**src/rtl/gray_display_pkg.sv**
```systemverilog
// gray_display_pkg: shared types and helpers for the Gray-code switch display.
package gray_display_pkg;

    typedef enum logic {UNITS, TENS} digit_state_t;

    localparam logic [6:0] SEG_BLANK = 7'b1111111;

    // Active-low segments ordered g..a.
    function automatic logic [6:0] seg_encode(input logic [3:0] d);
        case (d)
            4'd0:    seg_encode = 7'b1000000;
            4'd1:    seg_encode = 7'b1111001;
            4'd2:    seg_encode = 7'b0100100;
            4'd3:    seg_encode = 7'b0110000;
            4'd4:    seg_encode = 7'b0011001;
            4'd5:    seg_encode = 7'b0010010;
            4'd6:    seg_encode = 7'b0000010;
            4'd7:    seg_encode = 7'b1111000;
            4'd8:    seg_encode = 7'b0000000;
            4'd9:    seg_encode = 7'b0010000;
            default: seg_encode = SEG_BLANK;
        endcase
    endfunction

    function automatic logic [3:0] gray2bin(input logic [3:0] g);
        gray2bin = {g[3], ^g[3:2], ^g[3:1], ^g[3:0]};
    endfunction

endpackage

```
**src/rtl/switch_debouncer.sv**
```systemverilog
// switch_debouncer: synchronizes the switch bus and commits a Gray word once it has been stable.
module switch_debouncer
    import gray_display_pkg::*;
#(
    parameter int DEBOUNCE_CYCLES = 270000
) (
    input  logic       clk_pi,
    input  logic       rst_n_pi,
    input  logic [3:0] codigo_gray_pi,
    output logic [3:0] codigo_bin_po,
    output logic       cambio_po
);

    localparam int CW = $clog2(DEBOUNCE_CYCLES);
    localparam logic [CW-1:0] CNT_LAST = CW'(DEBOUNCE_CYCLES - 1);

    logic [3:0] sync1_q, sync1_d, sync2_q, sync2_d, cand_q, cand_d, com_q, com_d, bin_q, bin_d;
    logic [CW-1:0] cnt_q, cnt_d;
    logic cambio_q, cambio_d;

    // The counter saturates, so a settled candidate equal to the committed word never re-fires.
    always_comb begin
        sync1_d  = codigo_gray_pi;
        sync2_d  = sync1_q;
        cand_d   = cand_q;
        cnt_d    = cnt_q;
        com_d    = com_q;
        bin_d    = bin_q;
        cambio_d = 1'b0;
        if (sync2_q != cand_q) begin
            cand_d = sync2_q;
            cnt_d  = '0;
        end else if (cnt_q == CNT_LAST) begin
            if (cand_q != com_q) begin
                com_d    = cand_q;
                bin_d    = gray2bin(cand_q);
                cambio_d = 1'b1;
            end
        end else begin
            cnt_d = cnt_q + CW'(1);
        end
    end

    always_ff @(posedge clk_pi) begin
        if (!rst_n_pi) begin
            sync1_q  <= '0;
            sync2_q  <= '0;
            cand_q   <= '0;
            cnt_q    <= '0;
            com_q    <= '0;
            bin_q    <= '0;
            cambio_q <= 1'b0;
        end else begin
            sync1_q  <= sync1_d;
            sync2_q  <= sync2_d;
            cand_q   <= cand_d;
            cnt_q    <= cnt_d;
            com_q    <= com_d;
            bin_q    <= bin_d;
            cambio_q <= cambio_d;
        end
    end

    assign codigo_bin_po = bin_q;
    assign cambio_po     = cambio_q;

endmodule

```
**src/rtl/gray_display_controller.sv**
```systemverilog
// gray_display_controller: debounced Gray switches to binary LEDs and a 2-digit multiplexed decimal display.
module gray_display_controller
    import gray_display_pkg::*;
#(
    parameter int DEBOUNCE_CYCLES = 270000,
    parameter int REFRESH_CYCLES  = 27000
) (
    input  logic       clk_pi,
    input  logic       rst_n_pi,
    input  logic [3:0] codigo_gray_pi,
    output logic [3:0] codigo_bin_led_po,
    output logic       cambio_po,
    output logic [6:0] seg_po,
    output logic [1:0] anodo_po
);

    localparam int RW = $clog2(REFRESH_CYCLES);
    localparam logic [RW-1:0] REF_LAST = RW'(REFRESH_CYCLES - 1);

    logic [3:0] bin, units;
    logic tens, wrap;
    logic [RW-1:0] ref_q, ref_d;
    digit_state_t state_q, state_d;
    logic [6:0] seg_q, seg_d;
    logic [1:0] anodo_q, anodo_d;

    switch_debouncer #(.DEBOUNCE_CYCLES(DEBOUNCE_CYCLES)) u_debouncer (
        .clk_pi         (clk_pi),
        .rst_n_pi       (rst_n_pi),
        .codigo_gray_pi (codigo_gray_pi),
        .codigo_bin_po  (bin),
        .cambio_po      (cambio_po)
    );

    // Segments and anode are both derived from the next state so they switch on the same edge.
    always_comb begin
        wrap    = ref_q == REF_LAST;
        ref_d   = wrap ? '0 : ref_q + RW'(1);
        state_d = wrap ? (state_q == UNITS ? TENS : UNITS) : state_q;
        tens    = bin >= 4'd10;
        units   = tens ? bin - 4'd10 : bin;
        seg_d   = state_d == UNITS ? seg_encode(units) : (tens ? seg_encode(4'd1) : SEG_BLANK);
        anodo_d = state_d == UNITS ? 2'b10 : 2'b01;
    end

    always_ff @(posedge clk_pi) begin
        if (!rst_n_pi) begin
            ref_q   <= '0;
            state_q <= UNITS;
            seg_q   <= 7'b1000000;
            anodo_q <= 2'b10;
        end else begin
            ref_q   <= ref_d;
            state_q <= state_d;
            seg_q   <= seg_d;
            anodo_q <= anodo_d;
        end
    end

    assign codigo_bin_led_po = bin;
    assign seg_po            = seg_q;
    assign anodo_po          = anodo_q;

endmodule

```
**config.mk**
```make
export PLATFORM = sky130hd
export DESIGN_NAME = gray_display_controller
export DESIGN_NICKNAME = d
export VERILOG_FILES = /design/src/rtl/gray_display_pkg.sv /design/src/rtl/switch_debouncer.sv /design/src/rtl/gray_display_controller.sv
export SDC_FILE = /design/constraint.sdc
export NUM_CORES = 1
export LEC_CHECK = 0
export CAP_MARGIN = 20
export CORE_MARGIN = 3
export CORE_UTILIZATION = 35
export DETAILED_ROUTE_END_ITERATION = 7
export GPL_TIMING_DRIVEN = 0
export SLEW_MARGIN = 40
export SYNTH_ARGS = -nofsm -noshare
export SYNTH_HDL_FRONTEND = slang
export SYNTH_SLANG_ARGS = --single-unit
```
**constraint.sdc**
```tcl
create_clock -name clk_pi -period 2.45 [get_ports clk_pi]
set_input_delay 0.49 -clock clk_pi [delete_from_list [all_inputs] [get_ports clk_pi]]
set_output_delay 0.49 -clock clk_pi [all_outputs]
set_load 0.02 [all_outputs]
```
; ---- After elaboration in Yosys (flattened, before gate mapping)
; Memory sizes are Yosys's and may differ from the RTL's.
; Index checks and enable logic that the tools add are counted.
[totals]
in_bits = 6
mem_count = 1
mem_bits_ro = 112
latchBits = 0
wordCells = 37
ram_bits = 0
regBits = 65
[memory_table]
columns = memory, words, width, rd, rd_ports_with_merged_regs, wr, line
row1 = (name not given), 16, 7, 1, 0, 0, gray_display_pkg.sv:10  ; case (d)
[op_classes]
reduce_logical = 7
bitwise = 3
eq_ne = 4
magnitude_cmp = 1
shifts = 0
mux = 7
multipliers = 0
div = 0
add_sub_neg = 3
[ops]
columns = cell, count
row1 = adder 19 x 1 -> 19 bit (second input constant), 1
row2 = equality test 19 bit (second input constant), 1
row3 = adder 15 x 1 -> 15 bit (second input constant), 1
row4 = equality test 15 bit (second input constant), 1
row5 = inequality test 4 bit, 2
row6 = 2-to-1 mux 7 bit, 1
row7 = greater-or-equal comparator 4 bit (second input constant), 1
row8 = 2-to-1 mux 4 bit, 1
row9 = OR reduction 2 bit, 2
row10 = parity 4 bit, 1
row11 = subtractor 4 bit (second input constant), 1
row12 = 2-to-1 mux 1 bit, 3
row13 = 2-to-1 mux 3 bit, 1
row14 = NOT 1 bit, 3
row15 = AND reduction 3 bit, 1
row16 = OR reduction 3 bit, 1
row17 = parity 3 bit, 1
row18 = 2-to-1 mux 2 bit, 1
row19 = parity 2 bit, 1

; ---- Logic depth before layout (Yosys ltp)
; An unclocked memory read counts as a cell.
[depth]
ltp_word = 4
depth_mapped = 9
ltp_nobuf = 8

; ---- Modules after synthesis
; A second synthesis with hierarchy kept.
[unflattened]
hier_cells = 328
area_unflattened_um2 = 3002.9
[by_module_without_submodules]
columns = mod, instances, area_each_um2, cells_per_inst, seq_area_each_um2
row1 = switch_debouncer, 1, 1740.4, 185, 780.7
row2 = gray_display_controller, 1, 1262.5, 143, 480.5

; ---- Least setup slack after synthesis
; No wires, ideal clock.
[synth_timing]
path_type = reg2reg
from = register u_debouncer.bin_q[1], in the netlist u_debouncer.codigo_bin_po[1]
to = register seg_q[0], in the netlist seg_po[0]
arrival_ns = 2.016
stages_incl_launch_ff = 8
n_path_buf = 1
synth_period_minus_slack_ns = 2.135
setup_slack_ns = 0.315
path_cell_list = dfxtp_1 -> clkbuf_1 -> inv_1 -> ha_1 -> a21bo_2 -> o21ai_0 -> mux2_2 -> o31a_1
[synth_between]
elab_chain_len = 4
[synth_lines]
columns = item, line
row1 = from (decl), switch_debouncer.sv:17  ; logic [3:0] sync1_q, sync1_d, sync2_q, sync2_d, cand_q, cand_d, com_q, com_d, bin_q, bin_d;
row2 = from (signal assigned), switch_debouncer.sv:59  ; bin_q <= bin_d;
row3 = subtractor 4 bit / greater-or-equal comparator 4 bit (equally long branches), "gray_display_controller.sv:41, gray_display_controller.sv:40"
row4 = 2-to-1 mux 4 bit *, gray_display_controller.sv:41  ; units = tens ? bin - 4'd10 : bin;
row5 = memory (16 x 7 bit) *, -
row6 = 2-to-1 mux 7 bit *, gray_display_controller.sv:42  ; seg_d = state_d == UNITS ? seg_encode(units) : (tens ? seg_encode(4'd1) : SEG_BLANK);
row7 = to (signal assigned), gray_display_controller.sv:55  ; seg_q <= seg_d;
row8 = to (decl), gray_display_controller.sv:24  ; logic [6:0] seg_q, seg_d;
; Mark *: on every way between the ends. The rest lies on a longest branch, timed or not.
; A chain may end at the register's enable or synchronous reset.

; ---- Final worst setup path
[layout_timing]
from = register u_debouncer.cnt_q[0]
to = register u_debouncer.cnt_q[16]
[layout_between]
elab_chain_len = 1
[layout_lines]
columns = item, line
row1 = from (decl), switch_debouncer.sv:18  ; logic [CW-1:0] cnt_q, cnt_d;
row2 = from (signal assigned), switch_debouncer.sv:57  ; cnt_q <= cnt_d;
row3 = adder 19 x 1 -> 19 bit / equality test 19 bit (equally long branches), "switch_debouncer.sv:40, switch_debouncer.sv:33"
; Several ways; a longest one is shown, not always the timed one.

==> summary.txt <==
Floorplanning
  – Num ports: 20
  – Die Area: 9650 um^2
  – Initial Utilization: 36.1%
  – Die Wd: between 90 and 100 um
  – Core region area: 8260 um^2
  – Die Height: roughly 98 um
  – # rows: 33

Flow run
  – MaxCap Viol Count: 0

Routing
  – ANT nets after route: 0
  – Final WL: 5720 um
  – DRT iter0 DRCs: 55
  – DR pass1 iterations: 4
  – Routed WL per cell: 12.2 um
  – Routed vias/inst: 4.97
  – DR vias: ~2,300
  – Drc violations: 0

Timing
  – Final hold violation count: 0
  – Unrepaired setup endpoints after global routing: false
  – Final setup vio count: 0
  – Peak Freq: 453 MHz
  – Slew headroom: approximately two thirds
  – Max Slew Vio Count: 0
  – Layout Skew: around 0.012 ns
  – Part of the cycle the worst path needs: 90.0%
  – Setup_tns: 0 ns
  – Worst Tran Pin Value: 0.471 ns
  – Setup ws final: between 0.2 and 0.25 ns
  – Minimum clock period: between 2 and 2.5 ns

Clock tree
  – Clock sinks: 63
  – Clock transition at the registers of the reported paths: ~0.070 ns
  – Root Driver: clkbuf_8
  – Number of setup buffers added after CTS: 0
  – CTS tree: done
  – # hold bufs at CTS: 0
  – Worst-Skew Late Latency: approximately 0.34 ns
  – H-tree depth: 3
  – Post-CTS sizing: 0
  – CTS Buffer Depth: 2
  – CTS buffer count: 9

Finish
  – Cell area after layout: ~3500 um^2
  – Share of cells above drive strength 1: a little under a tenth
  – P&R area growth vs syn: 16.4%
  – FF+latch area: 1260 um^2
  – # fillers: 844
  – Non-Filler Instances: 470
  – Final nets: 372
  – Multi-input gate area: 1600 um^2
  – Antenna Cells: 0

Synthesis
  – Yosys top cell by area: dfxtp_1
  – FF+latch count, synth: 63
  – Cell Area, Synth: approximately 3000 um^2
  – Netlist cell types: 50
  – Syn avg cell area: 9.00 um^2
  – Simple logic cell fraction of the synthesized area: approximately 28%
  – Register area share after synthesis: 42.4%
  – Async SR Flop Fraction: 0%
  – Combinational family with the most area after synthesis: simple AND/OR/NAND/NOR gates
  – Mux cell area share after synthesis: 4.08%
  – Synth top area share: 42.4%
  – Post-synthesis adder-cell area fraction: under 10%
  – Syn nets: ~340
  – Yosys Warn Count: 0
  – Post-synthesis xor/xnor area fraction: under 10%
  – Post-synth top flop: dfxtp_1
  – Largest cells by area after synthesis: dfxtp_1 42%, xor2_1 5.6%, mux2i_1 3.7%
  – Cell count after synthesis: roughly 330
  – Synth Area in Compound Gates: a little over a tenth
  – EDFF count, synth: 0

Setup path
  – CP max stage cell: or4_1
  – Buf/Inv on CP: 0
  – Required @ worst endpoint: 2.70 ns
  – CP Capture Type: flip-flop
  – WP data arrival: around 2.5 ns
  – Largest stage delay on the critical path: 0.67 ns
  – Crit Path Max Fanout: 8
  – Setup CP Type: flip-flop to flip-flop
  – Crit path cell chain: ha_1 -> nand2_1 -> or4_1 -> or3_1 -> a211oi_1
  – Delay-heaviest family, CP: simple AND/OR/NAND/NOR gates
  – Startpoint Class: flip-flop

GRT
  – Initial antenna violation count: 0
  – Grt total ovfl: 0
  – Total global-route track usage: between 10% and 20%
  – First-pass GRT wire length: 9990 um
  – Vias in the first global route: between 2,000 and 2,500
  – Largest net degree at the start of global routing: 11

Place
  – HPWL Detailed: ~4000 um
  – Input/output buffers: 18
  – Area after DPL: 3290 um^2
  – DP Worst Slack: around 0.18 ns
  – GP Congestion: slightly below 0.8
  – Placed cells: 454

Pwr
  – PD cells: about 560 nW/um^2
  – Leak: ~1.2 nW
  – Peak VDD IR: 0.276 mV

Worst hold path
  – Hold Path Class: flip-flop to flip-flop

Status
  – Status: complete, no violations
-- layout make-up --
| class | instances | share of cell area [%] |
|---|---|---|
| Clock buffer | 13 | 4.58 |
| Buffer | 18 | 2.35 |
| Timing Repair Buffer | 18 | 5.20 |
| Tap cell | 105 | 3.79 |
| Inverter | 9 | 0.974 |
| Clock inverter | 3 | 0.505 |
| Sequential cell | 63 | 36.4 |
| Multi-Input combinational cell | 241 | 46.2 |
-- worst paths after layout --
check | from | slack [ns] | endpoint | cells past startpoint
setup / recovery | u_debouncer.cnt_q[0] | 0.24 | u_debouncer.cnt_q[16] | 5
hold / removal | u_debouncer.sync1_q[2] | 0.44 | u_debouncer.sync2_q[2] | 1
setup reg to reg | u_debouncer.cnt_q[0] | 0.24 | u_debouncer.cnt_q[16] | 5
hold reg to reg | u_debouncer.sync1_q[2] | 0.44 | u_debouncer.sync2_q[2] | 1
-- placed cells by master, fill, tap and decap left out, types with 2 or more instances in the layout --
master,instances
and4_1,4
clkbuf_8,11
and3_1,4
o221a_2,2
a211oi_1,3
nand3_1,19
a21oi_1,13
xor2_1,19
or4_4,3
nor2b_1,2
nor4_2,2
or3_1,8
and2_1,15
clkinv_2,2
nor2_1,25
xnor2_1,9
buf_4,3
o21a_1,4
nand4_1,6
clkdlybuf4s50_1,18
o21ai_0,14
o31a_1,2
inv_1,9
mux2i_1,11
nor3_1,9
or4_1,2
nand2b_1,6
clkbuf_1,14
nor4_1,4
dfxtp_1,63
nand3b_1,5
ha_1,6
nand2_1,26
-- power breakdown --
| group | leakage, nW | internal [mW] | total [mW] | switching, mW |
|---|---|---|---|---|
| registers | 0.510 | 1.04 | 1.05 | 0.0118 |
| clock network | 0.0894 | 0.420 | 0.820 | 0.400 |
| logic | 0.632 | 0.0330 | 0.0789 | 0.0458 |
| total | 1.23 | 1.49 | 1.95 | 0.457 |
-- cells by family (layout without fill, tap and decap cells) --
logic type / Yosys count / in the layout
DFF: 63 / 63
xor gates and xnor gates: 29 / 29
adders and majority gates: 6 / 6
buffers and inverters: 27 / 61
and+or+nand+nor: 146 / 146
muxes: 12 / 12
AOI/OAI and AO/OA: 48 / 48
-- state kept, by name, indices dropped and copies added, names as in the netlist --
signal                     cells
u_debouncer.cambio_po          1
u_debouncer.sync2_q            4
u_debouncer.sync1_q            4
u_debouncer.cand_q             4
ref_q                         15
seg_po                         7
u_debouncer.codigo_bin_po      4
u_debouncer.cnt_q             19
u_debouncer.com_q              3
anodo_po                       2
-- stage by stage --
step | utilization, % | power (mW) | hold WS, ns
after floorplan | - | 1.13 | 0.412
after global placement | 39.8 | 1.15 | 0.414
after detailed placement | 39.8 | 1.15 | 0.421
after CTS | 42.0 | 1.98 | 0.438
after global routing | 42.0 | 2.03 | 0.447
final | 42.0 | 1.95 | 0.435
-- metal layers --
layer,vias to the layer above,track usage [%],wire length (um)
met4,0,5.67,72
met1,1077,16.5,2830
li1,1215,-,-
met5,-,0,0
met2,36,19.5,2600
met3,7,3.36,209
-- synth_stat cells (2+ instances only) --
cell,instances
or4_4,3
or3_1,8
o31a_1,2
and3_1,4
a21oi_1,13
xor2_1,19
a211oi_1,3
nand4_1,6
nor4_1,4
xnor2_1,9
mux2i_1,11
nand2_1,26
ha_1,6
or4_1,2
nand2b_1,6
nor2_1,25
o21ai_0,14
nand3_1,19
nor4_2,2
clkbuf_1,13
o221a_2,2
inv_1,9
buf_4,3
nor2b_1,2
nor3_1,9
o21a_1,4
dfxtp_1,63
and4_1,4
and2_1,15
nand3b_1,5
Power figures use the tool's default switching activity.
